**src/rtl/audio_sample_scheduler.sv**
```systemverilog
// audio_sample_scheduler
// Gathers stereo samples into two ping-pong banks in the audio clock domain.
// A completed (or flushed) bank is handed to the pixel domain with a toggle
// handshake. Each stored sample also records whether it is IEC 60958 frame 0.
module audio_sample_scheduler #(
  parameter int AUDIO_BIT_WIDTH        = 16,
  parameter int MAX_SAMPLES_PER_PACKET = 2
) (
  input  logic                             clk_audio,
  input  logic                             audio_buffer_rst,
  input  logic                             sample_valid,
  input  logic [1:0][AUDIO_BIT_WIDTH-1:0]  audio_sample_word,
  input  logic                             flush_req_toggle,
  input  logic                             ack_toggle,
  output logic                             bank_ready_toggle,
  output logic [3:0][1:0][23:0]            bank_words,
  output logic [3:0]                       bank_present,
  output logic [3:0]                       bank_block_start,
  output logic [7:0]                       overflow_count
);

  localparam int         MAX   = MAX_SAMPLES_PER_PACKET;
  localparam logic [2:0] MAX_C = 3'(MAX);

  // Two banks of MAX stereo pairs, plus a frame-0 flag for every slot.
  logic [1:0][MAX-1:0][1:0][AUDIO_BIT_WIDTH-1:0] mem;
  logic [1:0][MAX-1:0]                           mem_bs;

  logic       fb;           // bank currently being filled
  logic       pb;           // bank last handed to the pixel domain
  logic [2:0] fc;           // pairs held in the fill bank
  logic [7:0] frame_index;  // IEC 60958 frame counter, 0..191
  logic       pending;      // published bank not yet acknowledged

  // Toggle synchronizers: two metastability flops, a third for edge history,
  // and a registered pulse so each request acts on the fourth edge.
  logic [2:0] flush_sync, ack_sync;
  logic       flush_pulse, ack_pulse;

  // Synchronize the pixel-domain toggles and turn each edge into a pulse.
  always_ff @(posedge clk_audio or posedge audio_buffer_rst) begin
    if (audio_buffer_rst) begin
      flush_sync  <= '0;
      ack_sync    <= '0;
      flush_pulse <= 1'b0;
      ack_pulse   <= 1'b0;
    end else begin
      flush_sync  <= {flush_sync[1:0], flush_req_toggle};
      ack_sync    <= {ack_sync[1:0], ack_toggle};
      flush_pulse <= flush_sync[1] ^ flush_sync[2];
      ack_pulse   <= ack_sync[1] ^ ack_sync[2];
    end
  end

  // An ack in the same cycle releases the old bank before a new publish.
  logic       pending_eff;
  logic       full;
  logic       publish;
  logic       accept;
  logic       drop;
  logic       wr_bank;
  logic [2:0] wr_slot;
  logic [3:0] present_mask;

  // Publish/accept/drop decisions for this cycle.
  always_comb begin
    pending_eff  = pending & ~ack_pulse;
    full         = (fc == MAX_C);
    publish      = !pending_eff && (full || (flush_pulse && fc != 3'd0));
    // A sample arriving with a publish lands in slot 0 of the new fill bank.
    accept       = sample_valid && (publish || !full);
    drop         = sample_valid && !publish && full;
    wr_bank      = publish ? ~fb : fb;
    wr_slot      = publish ? 3'd0 : fc;
    present_mask = 4'((5'd1 << fc) - 5'd1);
  end

  // Sample storage; left unreset because reads are masked by bank_present.
  always_ff @(posedge clk_audio) begin
    if (accept) begin
      for (int k = 0; k < MAX; k++) begin
        if (wr_slot == 3'(k)) begin
          mem[wr_bank][k]    <= audio_sample_word;
          mem_bs[wr_bank][k] <= (frame_index == 8'd0);
        end
      end
    end
  end

  // Bank bookkeeping, handshake and frame counting.
  always_ff @(posedge clk_audio or posedge audio_buffer_rst) begin
    if (audio_buffer_rst) begin
      fb                <= 1'b0;
      pb                <= 1'b0;
      fc                <= 3'd0;
      frame_index       <= 8'd0;
      pending           <= 1'b0;
      bank_ready_toggle <= 1'b0;
      bank_present      <= 4'd0;
      overflow_count    <= 8'd0;
    end else begin
      if (publish) begin
        pb                <= fb;
        fb                <= ~fb;
        pending           <= 1'b1;
        bank_present      <= present_mask;
        bank_ready_toggle <= ~bank_ready_toggle;
        fc                <= accept ? 3'd1 : 3'd0;
      end else begin
        pending <= pending_eff;
        if (accept) fc <= fc + 3'd1;
      end
      if (accept)
        frame_index <= (frame_index == 8'd191) ? 8'd0 : frame_index + 8'd1;
      if (drop && overflow_count != 8'hFF)
        overflow_count <= overflow_count + 8'd1;
    end
  end

  // Published view: bank pb, zero-extended to 24 bits, empty slots forced 0.
  for (genvar k = 0; k < 4; k++) begin : g_out
    if (k < MAX) begin : g_live
      assign bank_words[k][0]    = bank_present[k] ? 24'(mem[pb][k][0]) : 24'd0;
      assign bank_words[k][1]    = bank_present[k] ? 24'(mem[pb][k][1]) : 24'd0;
      assign bank_block_start[k] = bank_present[k] & mem_bs[pb][k];
    end else begin : g_zero
      assign bank_words[k]       = '0;
      assign bank_block_start[k] = 1'b0;
    end
  end

endmodule

```
**config.mk**
```make
export PLATFORM = sky130hd
export DESIGN_NAME = audio_sample_scheduler
export DESIGN_NICKNAME = d
export VERILOG_FILES = /design/src/rtl/audio_sample_scheduler.sv
export SDC_FILE = /design/constraint.sdc
export NUM_CORES = 1
export LEC_CHECK = 0
export CORE_UTILIZATION = 45
export CTS_BUF_LIST = sky130_fd_sc_hd__clkbuf_8 sky130_fd_sc_hd__clkbuf_16
export CTS_CLUSTER_DIAMETER = 200
export DETAILED_ROUTE_END_ITERATION = 10
export DONT_BUFFER_PORTS = 1
export PLACE_DENSITY = 0.59
export SETUP_SLACK_MARGIN = 0.5
export SYNTH_ARGS = -nofsm -noshare
export SYNTH_HDL_FRONTEND = slang
export SYNTH_SLANG_ARGS = --single-unit
```
**constraint.sdc**
```tcl
create_clock -name clk_audio -period 9.6 [get_ports clk_audio]
set_input_delay 1.44 -clock clk_audio [delete_from_list [all_inputs] [get_ports clk_audio]]
set_output_delay 1.44 -clock clk_audio [all_outputs]
set_load 0.02 [all_outputs]
```
# == Yosys cells after proc, flatten, opt, wreduce, memory -nomap -nowiden ==
# Cells that the tools add are included.
# word_totals
register_bits,167
in_bits,37
out_inout_bits,209
wordCells,91
# op_classes
add_sub_neg,4
n_lt_le_gt_ge,3
eq_ne,4
n_shift,1
muxes,33
bitwise_logic,8
n_reduce_logical,16
# op_table
cell,n
$mux 128,3
$bwmux 128,2
$mux 64,3
$demux 64 s1,2
$mux 16,4
$mux 32,1
$add 8x1->8 const B,2
$mux 4,3
$mux 3,3
$bwmux 4,2
$eq 8x8->1 const B,1
$logic_not 8->1,1
$mux 8,1
$ne 8x8->1 const B,1
$logic_and 1x1->1,7
$mux 2,3
$demux 2 s1,2
$lt 1x2->1 const B,2
$mux 1,4
$shl 1x3->4 const A,1
$sub 4x1->4 const B,1
$add 3x1->3 const B,1
$and 1x1->1,3
$eq 3x1->1 const B,1
9 further kinds,15

# == Depth between registers and ports, before layout ==
# Gate-level depths: netlist (run 1).
# logic_depth
ltp_word,14
ltp_mapped,7
ltp_nobuf,6

# == Worst setup path before layout (run 1) ==
# OpenSTA, ideal clock, no wires.
# synth_path
path_kind,input-to-reg
from,input sample_valid
to,register mem[100] (netlist bit) (enable)
arrival_ns,4.335
t_required_ns,9.136
setup_slack_ns,4.801
path_stages,5
n_path_buf,2
cell_sequence,clkbuf_1 nor2b_1 buf_2 nand2_1 nor3_1
# synth_via
elab_chain_cells,1
# synth_lines
element,line,source
start: declaration,11,"input logic sample_valid,"
$logic_and 1x1->1,71,accept = sample_valid && (publish || !full);
end signal: indexed assignment,83,mem[wr_bank][k] <= audio_sample_word;
end: declaration,26,logic [1:0][MAX-1:0][1:0][AUDIO_BIT_WIDTH-1:0] mem;
# No other way between the ends.
# A chain may end at the register's enable or synchronous reset.

==> impl_metrics.toml, run 1 <==
[run_status]
status = "finished clean"

[timing]
fin_crit_sh = 0.410
finalHoldViolations = 0
min_period_ns = 3.94
tns_ns = 0
finClkSkew_ns = 0.00841
setup_viol = 0
maxSlewViolCount = 0
worst_pin_slew_ns = 1.08
rsz0062_at_grt = "no"
relSlewSlack = 0.276
max_freq_mhz = 254

[setup_path]
path_buf_inv = 1
path_cells = "buf_4 > mux2i_1 > nor2b_1"
critical-path-max-stage-delay_ns = 0.77
arrival_ns = 2.50
critPathRequiredTime_ns = 8.16
cp-start-kind = "register"
crit_path_max_fanout = 56
end_kind = "output pin"
crit_family = "buffers and inverters"
setup.worst_path.class = "reg -> out"
slowest_stage = "buf_4"

[yosys]
synth-edff-count = 132
postSynthCellCount = 645
yosysSeqAreaShare = 0.590
synthArstFlopShare = 0.210
postSynthRegisterBits = 167
ys_types = 44
ys.warnings.count = 0
syn_area_um2 = 8210
synth.avg_cell_area_um2 = 12.7
ys.flop_type = "edfxtp_1"

[grt]
grt_use_total = 0.163
grt_pass1_wl_um = 22300
grt_remaining_overflow = 0
antenna_found_initial = 0
first_global_vias = 4011
grt_max_degree = 57

[detailed_routing]
drt_iter0_markers = 208
top_layer = "met4"
final_antenna_net_count = 0
wire_per_inst_um = 16.9
drc = 0
via_count = 4231
drtPass1Iterations = 4
wl_met1_um = 6230
wl_met3_um = 1200
wl_met2_um = 7370
drt_wl_total_um = 15000
via_per_inst = 4.76

[die]
fp-row-count = 49
fp.dieH_um = 137
die_w_um = 137
initial_core_util = 0.458
top_level_ports = 246
die_area_um2 = 18800
core_area_um2 = 17900

[pwr]
p_leak_nw = 3.43
p_per_area_nw_per_um2 = 312
p_total_mw = 2.68
ir_drop_v = 0.000145

[layout]
drive_above_1_share = 0.0894
filler_cell_count = 1625
final_net_count = 693
diodes = 0
syn_to_final_growth_pct = 4.73

[clock_network]
cts.repair.resized = 0
clock-sinks = 167
cts_setup_buffers = 0
cts.clk_slew.worst_paths_ns = 0.06
cts_tree = "built"
h-tree-depth = 4
cts_hold_buf = 0
cts_buffers = 17
cts_max_path_buffers = 2
clock-root-buffer = "clkbuf_16"
clk-insertion-delay-late_ns = 0.42

[place]
hpwl_um = 9810
finalWeightedCongestion = 0.825
port_buffers = 0

[hold_path]
hold_path.class = "reg -> reg"

[job]
cap_violations = 0
==> final cells by class <==
class,instances,area (um2),area share
Multi-Input combinational cell,444,2770,0.322
Timing Repair Buffer,9,67.6,0.00786
Inverter,8,30.0,0.00349
Sequential cell,167,4840,0.564
Clock buffer,20,478,0.0556
Tap cell,229,287,0.0333
Clock inverter,12,123,0.0143
==> stage by stage <==
step                      cells  cell area (um2)  hold slack, ns  setup WS (ns)   util
after floorplan             774             8690           0.331           4.80      -
after global placement      857             7990           0.332           6.04  0.446
after detailed placement    857             7990           0.341           5.98  0.446
after CTS                   889             8590           0.355           5.57  0.480
after global routing        889             8590           0.375           5.52  0.480
final                       889             8590           0.352           5.66  0.480
==> Yosys cell counts, drive strengths merged, types with 2 or more instances <==
| cell | n | area [um2] |
|---|---|---|
| buf | 139 | 1020 |
| edfxtp | 132 | 3960 |
| mux2i | 67 | 671 |
| and2 | 64 | 400 |
| nor2 | 38 | 143 |
| nor2b | 36 | 225 |
| dfrtp | 35 | 876 |
| nand2 | 18 | 67.6 |
| clkbuf | 16 | 63.8 |
| nand3 | 13 | 65.1 |
| ha | 9 | 113 |
| mux2 | 9 | 101 |
| inv | 8 | 30.0 |
| xnor2 | 8 | 70.1 |
| o21ai | 7 | 35.0 |
| a21oi | 6 | 30.0 |
| nand4 | 4 | 25.0 |
| nor3 | 4 | 20.0 |
| xor2 | 4 | 35.0 |
| and4 | 3 | 26.3 |
| nand2b | 3 | 26.3 |
| a211oi | 2 | 20.0 |
| a31oi | 2 | 12.5 |
| a41oi | 2 | 17.5 |
| nor3b | 2 | 15.0 |
| nor4 | 2 | 12.5 |
==> final timing paths <==
check / startpoint / endpoint / slack, ns / depth (start not counted)
setup reg to reg: fc[0] / mem[80] / 6.01 / 6
hold reg to reg: ack_sync[0] / ack_sync[1] / 0.35 / 0
setup / recovery: pb / bank_words[11] / 5.66 / 3
hold / removal: ack_sync[0] / ack_sync[1] / 0.35 / 0
min in group asynchronous: audio_buffer_rst / flush_sync[0] / 1.01 / 2
max in group asynchronous: audio_buffer_rst / pb / 8.23 / 2
==> per-layer routing <==
layer | vias up | GRT usage
li1 | 1970 | -
met1 | 2110 | 0.199
met2 | 136 | 0.261
met3 | 15 | 0.0637
met4 | 0 | 0.0562
met5 | - | 0
==> cells by family after synthesis <==
logic type | count (synthesis) | share of synthesized area
mux | 76 | 0.0941
xor+xnor | 12 | 0.0128
buf+inv | 163 | 0.136
flops | 167 | 0.590
simple gates | 194 | 0.132
compound gates | 23 | 0.0213
other cells | 1 | 0.000457
fa+ha+maj | 9 | 0.0137
==> power by group <==
group	leakage (nW)	internal, mW	switching, mW
combinational	1.52	0.270	0.656
sequential	1.60	0.971	0.102
clock	0.309	0.412	0.275
==> cells in the final DEF, fill, tap and decap left out, types with 13 or more instances in the layout <==
cell type  instances
dfrtp_1           34
nor2_1            38
clkbuf_16         18
conb_1           130
nand2_1           18
nand3_1           13
edfxtp_1         132
and2_1            64
mux2i_1           66
nor2b_1           36
==> flip-flops by register name (all words and copies together), names as in the netlist <==
name / cells
ack_pulse: 1
ack_sync: 3
bank_present: 4
bank_ready_toggle: 1
fb: 1
fc: 3
flush_pulse: 1
flush_sync: 3
frame_index: 8
mem: 128
mem_bs: 4
overflow_count: 8
pb: 1
pending: 1
Power figures use the tool's default switching activity.
==> run 2: changes to the inputs <==
==> constraint.sdc (replaced) <==
create_clock -name clk_audio -period 3.8 [get_ports clk_audio]
set_input_delay 0.57 -clock clk_audio [delete_from_list [all_inputs] [get_ports clk_audio]]
set_output_delay 0.57 -clock clk_audio [all_outputs]
set_load 0.02 [all_outputs]
==> run 2 against run 1 <==
Global-route usage decreased by 0.54 points. Critical path depth increased by 4. Register-to-register slack got worse by 5.2 ns. Final area increased by 0.52%. First-iteration DRC count decreased by 36%. Highest routed layer unchanged. Largest cell class unchanged. Combinational power increased by 150%.
==> impl_metrics.toml, run 2 (same netlist as run 1, synthesis figures left out) <==
[run_status]
status = "finished clean"

[detailed_routing]
via_per_inst = 4.70
drc = 0
drt_iter0_markers = 133
wire_per_inst_um = 16.5
drt_wl_total_um = 14700
via_count = 4189
final_antenna_net_count = 0
drtPass1Iterations = 4

[place]
finalWeightedCongestion = 0.875
dpl.cell_count = 861
hpwl_um = 9890
postPlaceCellArea_um2 = 8050
port_buffers = 0

[pwr]
p_per_area_nw_per_um2 = 789
p_leak_nw = 3.45
ir_drop_v = 0.000566

[setup_path]
critPathRequiredTime_ns = 3.92
arrival_ns = 3.07
end_kind = "register"
setup.worst_path.class = "reg -> reg"
cp-start-kind = "register"
crit_path_max_fanout = 21

[clock_network]
cts.clk_slew.worst_paths_ns = 0.06
clock-root-buffer = "clkbuf_16"
cts_buffers = 17
clk-insertion-delay-late_ns = 0.42
cts_hold_buf = 0
clock-sinks = 167
cts_max_path_buffers = 2
h-tree-depth = 4
cts_tree = "built"
cts_setup_buffers = 0
cts.repair.resized = 0

[timing]
min_period_ns = 2.94
setup_viol = 0
finalHoldViolations = 0
fin_crit_sh = 0.775
maxSlewViolCount = 0
rsz0062_at_grt = "no"
worst_pin_slew_ns = 1.24
max_freq_mhz = 340
relSlewSlack = 0.172
finClkSkew_ns = 0.00639

[die]
initial_core_util = 0.458
fp.dieH_um = 137
die_w_um = 137
top_level_ports = 246
die_area_um2 = 18800
fp-row-count = 49
core_area_um2 = 17900

[layout]
regMostFlops = "mem"
top_regs = "mem: 128 flops, frame_index: 8 flops, overflow_count: 8 flops"
syn_to_final_growth_pct = 5.28
fin_cells = 892
final_net_count = 697
diodes = 0
final_cell_area_um2 = 8640
largest_reg_flops = 128
mostFrequentLayoutCell = "edfxtp_1"
drive_above_1_share = 0.0905
final_cell_mix = "edfxtp_1, conb_1, mux2i_1"
post-route-util = 0.483

[grt]
grt_use_met1 = 0.181
grt_pass1_wl_um = 21400
grt_use_total = 0.157
first_global_vias = 3929
grt_remaining_overflow = 0
grt_max_degree = 48
busiest_layer = "met2"
met2_usage = 0.257
antenna_found_initial = 0
grt_util_met3 = 0.0641

[job]
cap_violations = 0

[hold_path]
hold_path.class = "in -> async"
==> run 2: final timing paths <==
check / from / end / slack (ns) / cells after the start
setup / recovery: fc[0] / mem[7] / 0.86 / 7
hold / removal: audio_buffer_rst / fc[0] / 0.15 / 1
setup reg to reg: fc[0] / mem[7] / 0.86 / 7
hold reg to reg: ack_sync[0] / ack_sync[1] / 0.35 / 0
max in group asynchronous: audio_buffer_rst / frame_index[5] / 2.96 / 2
min in group clk_audio: flush_req_toggle / flush_sync[0] / 0.18 / 0
==> run 2: final cells by class <==
type / count / area, um2
fillers: 1584 / 9260
well taps: 229 / 287
multi-input cells: 444 / 2770
repair buffers: 13 / 123
clock inverters: 14 / 165
flip-flops and latches: 167 / 4840
inverters: 8 / 30.0
clock buffers: 17 / 425
==> run 2: where the power goes <==
group          total (mW)  internal (mW)  switching [mW]  leakage [nW]
Combinational        2.29          0.710            1.58          1.55
Sequential           2.79           2.45           0.344          1.60
Clock                1.73           1.08           0.656         0.300
Total                6.81           4.24            2.58          3.45
==> run 2: routing by layer <==
layer | wire, um | part of all wire | up-vias
met4 | 227 | 0.015 | 0
met5 | 0 | 0 | -
met1 | 5870 | 0.40 | 2051
met3 | 1250 | 0.085 | 17
met2 | 7360 | 0.50 | 146
li1 | - | - | 1975
==> run 2: through the flow <==
stage | worst slack, ns | setup TNS (ns) | hold WS (ns) | power, mW
after floorplan | -0.373 | -24.40 | 0.331 | 4.72
after global placement | 0.949 | 0 | 0.340 | 5.11
after detailed placement | 0.860 | 0 | 0.338 | 5.16
after CTS | 0.851 | 0 | 0.154 | 6.90
after global routing | 0.674 | 0 | 0.153 | 7.16
final | 0.855 | 0 | 0.150 | 6.81
==> run 2: critical path, stage by stage, from the launching register on <==
cell and delay (ns):
dfrtp_1 0.43, inv_1 0.17, ha_1 0.29, nand2b_1 0.15, o21ai_1 0.22, or4_1 0.58, mux2i_4 0.53, buf_12 0.26
==> run 3: changes to the inputs <==
==> constraint.sdc (replaced) <==
create_clock -name clk_audio -period 2.75 [get_ports clk_audio]
set_input_delay 0.4125 -clock clk_audio [delete_from_list [all_inputs] [get_ports clk_audio]]
set_output_delay 0.4125 -clock clk_audio [all_outputs]
set_load 0.02 [all_outputs]
==> run 3 against run 2 <==
Global-route usage grew 1.4 points. Clock skew grew 0.0067 ns. Setup slack lost 0.29 ns. Via count grew 4.0%. Final area grew 4.5%. Sequential share of layout area shrank 2.4 points. Combinational power grew 65%. Flip-flop and latch count is the same. Critical path depth shrank 4.
==> impl_metrics.toml, run 3 (same netlist as run 1, synthesis figures left out) <==
[layout]
post-route-util = 0.504
mostFrequentLayoutCell = "edfxtp_1"
diodes = 0
final_cell_mix = "edfxtp_1, conb_1, mux2i_1"
syn_to_final_growth_pct = 10.0
final_net_count = 713
top_regs = "mem: 128 flops, frame_index: 8 flops, overflow_count: 8 flops"
multi_input_area_um2 = 2930
regMostFlops = "mem"
largest_reg_flops = 128
drive_above_1_share = 0.171
fin_cells = 909
filler_cell_count = 1579
ff_latch_area_um2 = 4850

[job]
cap_violations = 0

[pwr]
power.internal_mw = 6.09
p_sw_frac = 0.389
switchingPower_mw = 3.87
p_per_area_nw_per_um2 = 1100
clockPowerShare = 0.240
ir_drop_v = 0.000732
p_seq_frac = 0.380
combinationalPowerShare = 0.380
p_leak_nw = 3.58

[detailed_routing]
drt_iter0_markers = 242
drc = 0
via_per_inst = 4.79
final_antenna_net_count = 0
drtPass1Iterations = 6
via_count = 4356
drt_wl_total_um = 16000
wire_per_inst_um = 17.6

[place]
finalWeightedCongestion = 0.845
place_ws_ns = 0.348
dpl.cell_count = 864
hpwl_um = 10400
port_buffers = 0

[die]
top_level_ports = 246
die_w_um = 137
core_area_um2 = 17900
fp-row-count = 49
die_area_um2 = 18800
fp.dieH_um = 137
initial_core_util = 0.458

[grt]
grt_pass1_wl_um = 23300
grt_remaining_overflow = 0
grt_use_total = 0.171
antenna_found_initial = 0
grt_max_degree = 34
first_global_vias = 4030

[timing]
finalHoldViolations = 0
min_period_ns = 2.18
worst_pin_slew_ns = 0.807
relSlewSlack = 0.461
max_freq_mhz = 458
finClkSkew_ns = 0.0130
maxSlewViolCount = 0
tns_ns = 0
fin_crit_sh = 0.793
holdWs_ns = 0.0181
setup_viol = 0
rsz0062_at_grt = "no"
setup_ws_ns = 0.568

[setup_path]
end_kind = "output pin"
cp-start-kind = "register"
slowest_stage = "dfrtp_4"
crit_family = "flip-flops"
path_buf_inv = 1
path_cells = "buf_12 > mux2i_1 > nor2_1"
setup.worst_path.class = "reg -> out"
arrival_ns = 1.77
setup.worst_path.start = "pb"
critical-path-max-stage-delay_ns = 0.61
r2r_slack_ns = 0.57
cp.depth = 3
crit_path_max_fanout = 20
reg2reg_from = "fc[1]"
ff2ff_path_depth = 7
critPathRequiredTime_ns = 2.34
r2r_end = "mem[8]"
crit_path_end = "bank_words[81]"

[clock_network]
cts_buffers = 17
cts_max_path_buffers = 2
cts_tree = "built"
clk-insertion-delay-late_ns = 0.43
clock-sinks = 167
clock-root-buffer = "clkbuf_16"
h-tree-depth = 4
cts.clk_slew.worst_paths_ns = 0.06

[hold_path]
hold_path.class = "in -> async"

[run_status]
status = "finished clean"
run 3: cell count changes in the layout (fill, tap and decap cells not counted), sizes merged:
cell,previous run,this run
clkinv,9,2
buf,13,27
clkinvlp,0,3
inv,9,12
clkbuf,17,22
dlygate4sd3,0,2
bufinv,4,1
run 3: area by class of cell:
type                       instances  area share
multi-input combinational        444       0.324
sequential                       167       0.537
clock inverter                    10      0.0101
timing repair buffer              29      0.0357
inverter                           8     0.00402
tap                              229      0.0317
clock buffer                      22      0.0572
run 3: timing repair:
| action | CTS | global route |
|---|---|---|
| gates resized for setup | 31 | 14 |
| buffers inserted | 6 | 4 |
| hold endpoints to repair | 2 | 0 |
| setup endpoints to repair | 132 | 123 |
| cloned | 1 | 0 |
| hold buffers | 2 | 0 |
run 3: worst min path at each step:
| stage | from | end | slack (ns) | cells past startpoint |
|---|---|---|---|---|
| finish | audio_buffer_rst | flush_sync[1] | 0.02 | 1 |
| global route | sample_valid | fc[2] | 0.05 | 1 |
| CTS | audio_buffer_rst | flush_sync[1] | 0.05 | 1 |
| detailed placement | flush_sync[0] | flush_sync[1] | 0.34 | 0 |
| global placement | flush_sync[0] | flush_sync[1] | 0.34 | 0 |
| floorplan | ack_sync[0] | ack_sync[1] | 0.33 | 0 |
run 3: power by group through the flow:
| stage | sequential, mW | clock (mW) | combinational, mW |
|---|---|---|---|
| finish | 3.78 | 2.39 | 3.78 |
| global route | 3.85 | 2.51 | 4.09 |
| CTS | 3.78 | 2.42 | 3.76 |
| detailed placement | 3.94 | 0 | 3.32 |
| global placement | 3.92 | 0 | 3.27 |
| floorplan | 3.69 | 0 | 2.92 |
run 3: per-stage QoR:
step                      power [mW]  cell area [um2]
after floorplan                 6.61             8780
after global placement          7.19             8140
after detailed placement        7.26             8140
after CTS                       9.96             8970
after global routing            10.5             9030
final                           9.96             9030
run 3: routing by layer:
metal,vias up,global-route usage,routed length (um)
met3,16,0.0604,1150
met4,0,0.0556,213
met2,142,0.285,8120
li1,2004,-,-
met1,2194,0.206,6510
met5,-,0,0
